<file path="src/rtl/fpu_arbiter.sv">
// -----------------------------------------------------------------------------
// fpu_arbiter
//
// Shares a single FPU between N_REQ requesters with round-robin arbitration.
// Each grant is a complete transaction: latch the command/operands, run the
// FPU input handshake, collect the result through the FPU output handshake,
// then present the result to the owner until it acknowledges. Only one
// operation is ever in flight.
//
// Optional feature macro: FPU_ARB_TIMEOUT_EN
//   defined     - a watchdog aborts ISSUE/WAIT after TIMEOUT cycles and
//                 returns 32'hFFFFFFFF with resp_err=1.
//   not defined - no watchdog; resp_err is tied low; waits indefinitely.
//
// Parameters
//   N_REQ    number of requesters (2..8)
//   TIMEOUT  watchdog limit in cycles (only with FPU_ARB_TIMEOUT_EN)
//
// Ports
//   clock, reset          clock (rising edge), async active-low reset
//   req                   per-requester request level, held until grant
//   req_command           4-bit command of requester i at [4i+3:4i]
//   req_a, req_b          32-bit operands of requester i at [32i+31:32i]
//   grant                 one-cycle one-hot pulse when a request is latched
//   resp_valid            one-hot, result valid for the owner
//   resp_result           shared result bus
//   resp_err              timeout flag, qualified by resp_valid
//   resp_ack              owner consumes the result
//   busy                  high whenever not IDLE
//   fpu_command/a/b       latched request fields toward the FPU
//   fpu_input_rdy/ack     FPU input handshake
//   fpu_result            FPU result
//   fpu_output_rdy/ack    FPU output handshake
// -----------------------------------------------------------------------------
//
// state     | meaning
// ----------+----------------------------------------------------------
// S_IDLE    | arbitrate pending requests, latch winner
// S_ISSUE   | fpu_input_rdy high, wait for fpu_input_ack
// S_WAIT    | wait for fpu_output_rdy, capture result
// S_RELEASE | fpu_output_ack high until fpu_output_rdy falls
// S_RESPOND | resp_valid[owner] high until resp_ack[owner]

module fpu_arbiter #(
  parameter int N_REQ   = 4,
  parameter int TIMEOUT = 255
) (
  input  logic                  clock,
  input  logic                  reset,
  input  logic [N_REQ-1:0]      req,
  input  logic [4*N_REQ-1:0]    req_command,
  input  logic [32*N_REQ-1:0]   req_a,
  input  logic [32*N_REQ-1:0]   req_b,
  output logic [N_REQ-1:0]      grant,
  output logic [N_REQ-1:0]      resp_valid,
  output logic [31:0]           resp_result,
  output logic                  resp_err,
  input  logic [N_REQ-1:0]      resp_ack,
  output logic                  busy,
  output logic [3:0]            fpu_command,
  output logic [31:0]           fpu_a,
  output logic [31:0]           fpu_b,
  output logic                  fpu_input_rdy,
  input  logic                  fpu_input_ack,
  input  logic [31:0]           fpu_result,
  input  logic                  fpu_output_rdy,
  output logic                  fpu_output_ack
);

  localparam int IW = (N_REQ > 1) ? $clog2(N_REQ) : 1;

  localparam logic [2:0] S_IDLE    = 3'd0;
  localparam logic [2:0] S_ISSUE   = 3'd1;
  localparam logic [2:0] S_WAIT    = 3'd2;
  localparam logic [2:0] S_RELEASE = 3'd3;
  localparam logic [2:0] S_RESPOND = 3'd4;

  logic [2:0]    state;
  logic [IW-1:0] last;
  logic [IW-1:0] owner;

  logic [IW-1:0] pick;
  logic [IW-1:0] idx;
  logic          pick_valid;
  logic          timeout_hit;

  logic [3:0]  cmd_arr [N_REQ];
  logic [31:0] a_arr   [N_REQ];
  logic [31:0] b_arr   [N_REQ];

  for (genvar g = 0; g < N_REQ; g++) begin : g_unpack
    assign cmd_arr[g] = req_command[4*g +: 4];
    assign a_arr[g]   = req_a[32*g +: 32];
    assign b_arr[g]   = req_b[32*g +: 32];
  end

  // Round-robin search: first set req bit starting just above the last owner.
  always_comb begin
    pick       = last;
    idx        = last;
    pick_valid = 1'b0;
    for (int k = 1; k <= N_REQ; k++) begin
      idx = IW'((int'(last) + k) % N_REQ);
      if (!pick_valid && req[idx]) begin
        pick       = idx;
        pick_valid = 1'b1;
      end
    end
  end

  assign busy           = (state != S_IDLE);
  assign fpu_input_rdy  = (state == S_ISSUE);
  assign fpu_output_ack = (state == S_RELEASE);
  assign resp_valid     = (state == S_RESPOND) ? (N_REQ'(1) << owner) : '0;

`ifdef FPU_ARB_TIMEOUT_EN
  localparam int CW = ($clog2(TIMEOUT + 1) > 8) ? $clog2(TIMEOUT + 1) : 8;

  logic [CW-1:0] wd_cnt;
  logic          wd_active;
  logic          progress;

  assign wd_active = (state == S_ISSUE) || (state == S_WAIT);
  // A handshake completing on the same edge as expiry wins over the abort.
  assign progress  = ((state == S_ISSUE) && fpu_input_ack) ||
                     ((state == S_WAIT)  && fpu_output_rdy);
  // wd_cnt counts completed cycles in the current state, so the abort edge
  // is the one closing the TIMEOUT-th cycle.
  assign timeout_hit = wd_active && !progress && (wd_cnt == CW'(TIMEOUT - 1));

  always_ff @(posedge clock or negedge reset) begin
    if (!reset) begin
      wd_cnt <= '0;
    end else if (!wd_active || progress || timeout_hit) begin
      wd_cnt <= '0;
    end else begin
      wd_cnt <= wd_cnt + 1'b1;
    end
  end

  always_ff @(posedge clock or negedge reset) begin
    if (!reset) begin
      resp_err <= 1'b0;
    end else if (timeout_hit) begin
      resp_err <= 1'b1;
    end else if ((state == S_RESPOND) && resp_ack[owner]) begin
      resp_err <= 1'b0;
    end
  end
`else
  logic unused_timeout;
  // TIMEOUT only matters when the watchdog is built.
  assign unused_timeout = (TIMEOUT != 0);
  assign timeout_hit    = 1'b0;
  assign resp_err       = 1'b0;
`endif

  always_ff @(posedge clock or negedge reset) begin
    if (!reset) begin
      state       <= S_IDLE;
      last        <= IW'(N_REQ - 1);
      owner       <= '0;
      grant       <= '0;
      resp_result <= '0;
      fpu_command <= '0;
      fpu_a       <= '0;
      fpu_b       <= '0;
    end else begin
      grant <= '0;
      case (state)
        S_IDLE: begin
          if (pick_valid) begin
            owner       <= pick;
            fpu_command <= cmd_arr[pick];
            fpu_a       <= a_arr[pick];
            fpu_b       <= b_arr[pick];
            grant       <= N_REQ'(1) << pick;
            state       <= S_ISSUE;
          end
        end
        S_ISSUE: begin
          if (fpu_input_ack) begin
            state <= S_WAIT;
          end else if (timeout_hit) begin
            resp_result <= 32'hFFFF_FFFF;
            state       <= S_RESPOND;
          end
        end
        S_WAIT: begin
          if (fpu_output_rdy) begin
            resp_result <= fpu_result;
            state       <= S_RELEASE;
          end else if (timeout_hit) begin
            resp_result <= 32'hFFFF_FFFF;
            state       <= S_RESPOND;
          end
        end
        S_RELEASE: begin
          if (!fpu_output_rdy) begin
            state <= S_RESPOND;
          end
        end
        S_RESPOND: begin
          if (resp_ack[owner]) begin
            last  <= owner;
            state <= S_IDLE;
          end
        end
        default: state <= S_IDLE;
      endcase
    end
  end

endmodule
</file>
<file path="config.mk">
export PLATFORM = sky130hd
export DESIGN_NAME = fpu_arbiter
export DESIGN_NICKNAME = d
export VERILOG_FILES = /design/src/rtl/fpu_arbiter.sv
export SDC_FILE = /design/constraint.sdc
export NUM_CORES = 1
export LEC_CHECK = 0
export ABC_AREA = 1
export BUFFER_PORTS_ARGS = -buffer_cell sky130_fd_sc_hd__clkbuf_2
export CAP_MARGIN = 20
export CORE_AREA = 2 2 165 167
export CTS_CLUSTER_DIAMETER = 80
export DETAILED_ROUTE_END_ITERATION = 8
export DIE_AREA = 0 0 167 169
export PLACE_DENSITY_LB_ADDON = 0.12
export RECOVER_POWER = 100
export SLEW_MARGIN = 20
export SYNTH_ARGS = -nofsm -noshare
export SYNTH_HDL_FRONTEND = slang
export SYNTH_SLANG_ARGS = --single-unit
</file>
<file path="constraint.sdc">
create_clock -name clock -period 2.9 [get_ports clock]
set_input_delay 0.145 -clock clock [delete_from_list [all_inputs] [get_ports clock]]
set_output_delay 0.145 -clock clock [all_outputs]
set_load 0.005 [all_outputs]
</file>
; Word level (Yosys, flattened, before mapping)
; Cells that the tools add are included.
[totals]
regBits = 111
elab_cells = 78
[classes]
n_addsub = 4
n_lt_le_gt_ge = 6
eq_ne = 9
n_shift = 2
n_mux = 36
bitwise_logic = 1
n_reduce_logical = 12
[op_table]
columns = operator, n
row1 = 32-bit binary-select mux with 2-bit select, 2
row2 = 32-bit 2-to-1 mux, 4
row3 = 4-bit 2-to-1 mux, 5
row4 = 2-bit by 3-bit < comparator with 1-bit output (second input constant), 5
row5 = 3-bit 2-to-1 mux, 5
row6 = 3-bit one-hot mux with 5 select lines, 1
row7 = 1-bit binary-select mux with 2-bit select, 5
row8 = 1-bit 2-to-1 mux, 9
row9 = 4-bit binary-select mux with 2-bit select, 1
row10 = 2-bit 2-to-1 mux, 4
row11 = 1-bit by 2-bit << shifter with 4-bit output (first input constant), 2
row12 = 3-bit by 2-bit == test with 1-bit output (second input constant), 2
row13 = 2-bit inequality test (second input constant), 3
row14 = 2-bit AND reduction, 3
row15 = 5-bit AND reduction, 1
row16 = 2-bit by 1-bit adder with 2-bit output (second input constant), 2
row17 = 2-bit adder (second input constant), 2
row18 = 2-bit by 1-bit inequality test with 1-bit output (second input constant), 2
row19 = 3-bit by 1-bit == test with 1-bit output (second input constant), 1
row20 = 3-bit == test (second input constant), 1
row21 = 3-bit greater-or-equal comparator (second input constant), 1
row22 = 1-bit logical AND, 3
row23 = 1-bit zero test, 3
row24 = 3-bit zero test, 1
row25 = 2 further kinds, 2

; Depth between registers and ports, before layout
; Gate-level depths: netlist of the first run.
[depth]
depth_word = 17
mapped_depth = 16
mapped_depth_nobuf = 13

; Least setup slack after synthesis of the first run
; No wires, ideal clock.
[synth_path]
path_type = register to register
startpoint = register last[0]
endpoint = register fpu_b[10]
arrival_ns = 1.783
required_ns = 2.783
path_slack_ns = 0.999
path_stages_with_launch = 15
path_cell_list = dfstp_2 > buf_6 > inv_4 > nand2_1 > nand3_1 > nand2_1 > nand2_2 > nand2_2 > nand2_2 > buf_4 > buf_4 > nand3_1 > nand3_1 > nand3_1 > nand2_1
[synth_between]
elab_chain_len = 17
word_cells_on_any_way = 31
[synth_rtl]
columns = item, line_no
row1 = from (decl), 79  ; logic [IW-1:0] last;
row2 = from (signal assigned), 161  ; last <= IW'(N_REQ - 1);
row3 = from (signal assigned), 205  ; last <= owner;
row4 = 2-bit by 1-bit adder with 2-bit output, 103  ; idx = IW'((int'(last) + k) % N_REQ);
row5 = 1-bit binary-select mux with 2-bit select, 104  ; if (!pick_valid && req[idx]) begin
row6 = 1-bit 2-to-1 mux (not written as such), 104
row7 = 1-bit 2-to-1 mux, 104
row8 = 1-bit zero test, 104
row9 = 1-bit logical AND, 104
row10 = 1-bit 2-to-1 mux, 104
row11 = 1-bit zero test, 104
row12 = 1-bit logical AND, 104
row13 = 1-bit 2-to-1 mux, 104
row14 = 1-bit zero test, 104
row15 = 1-bit logical AND, 104
row16 = 2-bit 2-to-1 mux, 104
row17 = 2-bit inverter with 3-bit output (not written as such), 176  ; fpu_b <= b_arr[pick];
row18 = 32-bit binary-select mux with 2-bit select, 176
row19 = 32-bit 2-to-1 mux (not written as such) (2 in series), 176
row20 = to (signal assigned), 176
row21 = to (decl), 62  ; output logic [31:0] fpu_b,
; Parallel ways exist; a longest one is shown, timed or not. The select of a mux whose other input is x is not followed.
; A chain may end at the register's enable or synchronous reset.

; Worst setup path after layout of the first run
[layout_path]
startpoint = register last[0]
endpoint = register fpu_b[28]
; Same word-level chain as after synthesis.

==> flow_summary.ini, run 1 <==
[die]
dieArea_sq_um = 28200
die_h_um = 169
die_x_um = 167
coreArea_sq_um = 26500
rows = 60
start_util_pct = 25.6
pin_count = 428

[route]
via_count = 8110
viasPerCell = 4.77
firstDrtPassIters = 5
wl_um = 29900
drt-initial-drc-count = 427
drc = 0
wl_per_cell_um = 17.6
ant_nets = 0

[global_route]
gr-usage-all-layers_pct = 20.5
grt_pass1_wl_um = 45300
grt_max_degree = 73
overflow = 0
grt_pass1_vias = 7937
antenna_found_initial = 0

[synthesis]
synthesis.nets = 1256
ys_types = 25
ys.warnings.count = 0
synth-seq-cells = 111
syn_area_per_cell_sq_um = 7.21
synthesis.instances = 940
yosysSeqAreaShare_pct = 41.0
netlist_area_sq_um = 6780

[run_status]
outcome = complete, but fails checks
violations = capacitance limit, slew limit

[timing]
post-route-period-util_pct = 90.0
worstMarginPinSlew_ps = 1670
maxSlewHeadroom_pct = -11.5
tns_ps = 0
worst_slack_ps = 291
fin_skew_ps = 17.2
maxSlewViolCount = 62
post-route-min-period_ps = 2610
rsz0062_at_grt = false
fmax_mhz = 383
setup_viol = 0
hold_violations = 0

[critical_path]
crit_type = register to register
critPathCaptureType = register
crit_top_cell = nand2_1
cp-start-kind = register
crit_chain = inv_4 -> nand2_1 -> nand2_1 -> nand2_2 -> nand2_2 -> inv_2 -> nand3_1 -> inv_1 -> nand2_1 -> nand2_2 -> buf_12 -> nand3_1 -> nand3_1 -> nand2_1
slowest_delay_ps = 700
cp_max_fo = 33
critical-path-slowest-cell = dfstp_2
cp.arrival_ps = 2870
worst_ep_required_time_ps = 3160

[placement]
dp_hpwl_um = 22000
post-place-ws_ps = 281
place_area_sq_um = 9200
gp_congestion = 0.829
port_buffers = 426

[clock_network]
clock_latency_ps = 370
cts-root-buf = clkbuf_16
cts_buffers = 9
cts_tree = yes
clock-sinks = 111
cts_max_path_buffers = 2
htree_levels = 3
clk_pin_slew_ps = 90

[power_and_ir_drop]
power_leakage_nw = 5.12
ir_drop_mv = 0.795
p_per_area_nw_per_um2 = 1280
p_total_mw = 12.4

[finish]
postLayoutCoreUtil_pct = 36.5
ff_latch_area_sq_um = 2780
drive_gt1_share_pct = 31.7
finalInstanceArea_sq_um = 9680
n_antenna_cell = 0
multi_input_comb_area_sq_um = 3550
fillers = 2958
nNetsFinal = 1670
syn2layout_area_growth_pct = 42.9

[hold_path]
hp-class = input pin to register

[job]
cap_viol_max_count = 1
[where the power goes]
part	leakage, nW	internal (mW)	switching [mW]
logic	3.61	2.85	5.36
registers	1.35	2.36	0.455
clock network	0.157	0.645	0.730
total	5.12	5.85	6.54
[what timing repair did]
action	CTS	global route
gates resized for setup	0	0
hold buffers	29	0
buffers inserted	0	0
hold endpoints to repair	85	0
[state kept, by name, summed over array words and instances, names as in the netlist]
signal	flops
grant	4
resp_result	32
fpu_a	32
state	3
fpu_command	4
fpu_b	32
owner	2
last	2
[through the flow]
stage | hold slack, ps | cells
4_1_cts | 1.78 | 1700
3_3_place_gp | 307 | 1655
5_1_grt | 9.98 | 1700
3_5_place_dp | 325 | 1655
6_report | 19.4 | 1700
2_1_floorplan | -151 | 940
[cells in the mapped netlist]
master | count | area (sq um)
nand3_1 | 349 | 1750
nand2_1 | 313 | 1170
dfrtp_1 | 109 | 2730
buf_2 | 33 | 165
mux2_2 | 32 | 360
clkbuf_1 | 17 | 63.8
buf_4 | 16 | 120
inv_1 | 13 | 48.8
nand2_2 | 10 | 62.6
o21ai_0 | 10 | 50.1
nor3_1 | 8 | 40.0
buf_1 | 6 | 22.5
nor2_1 | 5 | 18.8
buf_6 | 3 | 33.8
nand4_1 | 3 | 18.8
dfstp_2 | 2 | 52.6
inv_2 | 2 | 7.51
nand3_2 | 2 | 20.0
a21oi_1 | 1 | 5.00
a31oi_1 | 1 | 6.26
and2_1 | 1 | 6.26
conb_1 | 1 | 3.75
inv_4 | 1 | 6.26
nand2_4 | 1 | 11.3
or2_2 | 1 | 6.26
[critical path: cells and delay by family (launching register included)]
family / cells / cell delay [ps]
buf+inv: 4 / 570
flops: 1 / 700
simple gates: 10 / 1220
[layer usage]
layer  share of wire [%]  GRT usage, %  routed length, um  vias up
li1                    -             -                  -     3989
met1                  42          26.1              12700     3741
met2                  49          35.5              14700      345
met3                 6.3          3.88               1880       35
met4                 2.1          6.18                620        0
met5                   0             0                  0        -
[kinds of logic (layout without fill, tap and decap cells)]
| group | Yosys count | after routing | synth area share, % |
|---|---|---|---|
| muxes | 32 | 32 | 5.32 |
| and+or+nand+nor | 693 | 693 | 45.8 |
| DFF | 111 | 111 | 41.0 |
| other | 1 | 1 | 0.0553 |
| buffers and inverters | 91 | 510 | 6.90 |
| AOI/OAI and AO/OA | 12 | 12 | 0.904 |
[placed cells by master (no fill, tap or decap), types with 2 or more instances in the layout]
cell type,instances
clkbuf_16,9
inv_1,13
nand3_4,2
o21ai_0,10
nand2_1,314
mux2_2,32
nor3_1,8
dlygate4sd3_1,29
nor2_1,5
clkbuf_4,2
inv_12,3
clkbuf_1,84
nand3_1,349
nand4_1,3
clkinv_8,2
buf_4,11
clkbuf_2,347
nand2_4,2
dfstp_2,2
buf_12,5
dfrtp_1,109
inv_2,2
nand2_2,8
[path summary, 6_finish.rpt]
kind	start	endpoint	slack [ps]	cells past startpoint
setup / recovery	last[0]	fpu_b[28]	290	14
hold / removal	fpu_result[26]	resp_result[26]	20	2
setup reg to reg	last[0]	fpu_b[28]	290	14
hold reg to reg	fpu_b[2]	fpu_b[2]	480	2
max in group asynchronous	reset	resp_result[9]	600	3
min in group asynchronous	reset	fpu_b[12]	720	2
[area by class of cell]
cell class / count / share of cell area (%)
Clock buffer: 9 / 2.33
Tap cell: 341 / 4.41
Clock inverter: 7 / 1.05
Inverter: 16 / 0.646
Multi-Input combinational cell: 738 / 36.6
Timing Repair Buffer: 478 / 26.2
Sequential cell: 111 / 28.7
(Power assumes the default switching activity.)
==> run 2, diff against run 1 <==
--- a/config.mk
+++ b/config.mk
@@ -5,13 +5,12 @@
 export SDC_FILE = /design/constraint.sdc
 export NUM_CORES = 1
 export LEC_CHECK = 0
-export ABC_AREA = 1
 export BUFFER_PORTS_ARGS = -buffer_cell sky130_fd_sc_hd__clkbuf_2
 export CAP_MARGIN = 20
-export CORE_AREA = 2 2 165 167
+export CORE_AREA = 2 2 168 170
 export CTS_CLUSTER_DIAMETER = 80
 export DETAILED_ROUTE_END_ITERATION = 8
-export DIE_AREA = 0 0 167 169
+export DIE_AREA = 0 0 170 172
 export PLACE_DENSITY_LB_ADDON = 0.12
 export RECOVER_POWER = 100
 export SLEW_MARGIN = 20
==> run 2 against run 1 <==
Effect of this change: the flow now finishes without violations; count of clock-buffer cells in the layout did not move; non-clock buffer count did not move; critical endpoint is now fpu_b[7]; clock power barely moved; die area rose by 3.6%; first-iteration DRC count fell by 17%; global-route usage fell by 0.41 points; maximum frequency rose by 5.8%; highest routed layer unchanged; sequential cell count did not move; worst setup slack improved by 140 ps; synthesized cell count fell by 26%.
==> flow_summary.ini, run 2 <==
[die]
dieArea_sq_um = 29200
die_h_um = 172
rows = 61
pin_count = 428
coreArea_sq_um = 27500
die_x_um = 170
start_util_pct = 26.3

[power_and_ir_drop]
switchingPower_mw = 4.03
p_seq_share_pct = 30.7
ir_drop_mv = 0.589
comb_power_share_pct = 54.1
p_per_area_nw_per_um2 = 928
switching_share_pct = 44.3
power_leakage_nw = 4.71
power_frac_clock_pct = 15.2
intPower_mw = 5.06

[critical_path]
slowest_delay_ps = 780
worst_ep_required_time_ps = 3140
crit_type = register to register
cp_num_buf_inv = 1
cpLargestDelayFamily = compound AO/OA/AOI/OAI gates
critical-path-slowest-cell = o211ai_4
cp_max_fo = 26
cp-start-kind = register
cp.arrival_ps = 2700
crit_chain = nand2b_1 -> o21ai_0 -> o211ai_4 -> buf_4 -> a21o_1 -> o211ai_1
critPathCaptureType = register

[synthesis]
ys.warnings.count = 0
yosys.area.top_type_share_pct = 37.8
syn_area_per_cell_sq_um = 10.4
yosysMostFrequentCell = dfrtp_1
synth-seq-cells = 111
synth_edf_count = 0
yosysSeqAreaShare_pct = 38.5
synth_area_leader_cell = dfrtp_1
ys_async_sr_fraction_pct = 100
synthesis.nets = 1007
synthesis.instances = 691
ys_types = 41
synth_ff_type = dfrtp_1
synth_area_leaders = dfrtp_1 (38%), o211ai_2 (12%), mux2i_1 (9.4%), a21o_1 (7.2%), o31ai_1 (7.1%)
synth_commonest_cells = dfrtp_1 (109), nand2_1 (76), a21o_1 (69)
netlist_area_sq_um = 7220

[placement]
place_inst = 1403
place_area_sq_um = 9630
port_buffers = 426
gp_congestion = 0.769
dp_hpwl_um = 21100

[timing]
maxSlewHeadroom_pct = 7.17
setup_viol = 0
fmax_mhz = 406
post-route-period-util_pct = 85.0
fin_skew_ps = 17.6
tns_ps = 0
worstMarginPinSlew_ps = 1390
maxSlewViolCount = 0
rsz0062_at_grt = false
hold_violations = 0
holdWs_ps = 24.6
post-route-min-period_ps = 2470

[route]
drc = 0
viasPerCell = 5.02
drt-initial-drc-count = 355
ant_nets = 0
firstDrtPassIters = 4
via_count = 7273
wl_per_cell_um = 21.0
wl_um = 30400

[global_route]
grt_pass1_vias = 7616
antenna_found_initial = 0
overflow = 0
grt_max_degree = 69
grt_pass1_wl_um = 45100
gr-usage-all-layers_pct = 20.1

[finish]
n_antenna_cell = 0
mostFrequentLayoutCells = clkbuf_2 (347), dfrtp_1 (109), clkbuf_1 (83)
layout_commonest_cell = clkbuf_2
postLayoutCoreUtil_pct = 35.7
reg_top3 = fpu_a (32), fpu_b (32), resp_result (32)
layout.cells.non_filler = 1449
syn2layout_area_growth_pct = 35.7
nNetsFinal = 1414
finalInstanceArea_sq_um = 9800
drive_gt1_share_pct = 39.3
fillers = 2910

[clock_network]
cts-root-buf = clkbuf_16
htree_levels = 3
clk_pin_slew_ps = 90
clock_latency_ps = 380
post_cts_buffers = 0
cts_buffers = 9
cts_tree = yes
hold_buffers = 30
cts_resized = 0
cts_max_path_buffers = 2
clock-sinks = 111

[run_status]
outcome = finished, final reports clean

[job]
cap_viol_max_count = 0

[hold_path]
hp-class = input pin to register
run 2: worst paths after layout:
path / start / end / slack [ps] / cells after the start
max: last[0] / fpu_b[7] / 430 / 6
max reg2reg: last[0] / fpu_b[7] / 430 / 6
min in group asynchronous: reset / fpu_b[8] / 610 / 2
max in group asynchronous: reset / fpu_a[19] / 580 / 3
min reg2reg: fpu_b[13] / fpu_b[13] / 500 / 2
min: fpu_result[5] / resp_result[5] / 20 / 2
run 2: metal layers:
layer	routed length [um]	vias up	track usage, %
li1	-	3438	-
met1	12700	3504	24.9
met2	14900	296	34.6
met3	2170	35	5.36
met4	663	0	5.80
met5	0	-	0
run 2: power by group through the flow:
stage               logic (mW)  registers (mW)  clock network, mW
floorplan                 3.62            2.75                  0
global placement          5.48            2.82                  0
detailed placement        5.52            2.81                  0
CTS                       5.55            2.80               1.44
global route              5.45            2.89               1.49
finish                    4.92            2.79               1.38
run 2: layout make-up:
class / instances / area [sq um] / area share (%)
timing repair buffer: 478 / 2580 / 26.4
sequential: 111 / 2780 / 28.4
tap: 346 / 433 / 4.42
clock buffer: 9 / 225 / 2.30
inverter: 3 / 11.3 / 0.115
clock inverter: 7 / 95.1 / 0.971
multi-input combinational: 495 / 3670 / 37.4
run 2: cells by family (layout without fill, tap and decap cells):
kind of cell | count (synthesis) | in the layout | share of synthesized area, %
AO/OA/AOI/OAI | 218 | 218 | 27.3
buffers and inverters | 85 | 497 | 6.88
flip-flops | 111 | 111 | 38.5
multiplexers | 103 | 103 | 15.0
other | 1 | 1 | 0.0520
AND/OR/NAND/NOR | 173 | 173 | 12.2
run 2: metrics by stage:
step / setup slack, ps / power (mW)
finish: 434 / 9.09
detailed placement: 412 / 8.33
floorplan: 1070 / 6.37
global placement: 472 / 8.30
CTS: 400 / 9.80
global route: 190 / 9.83
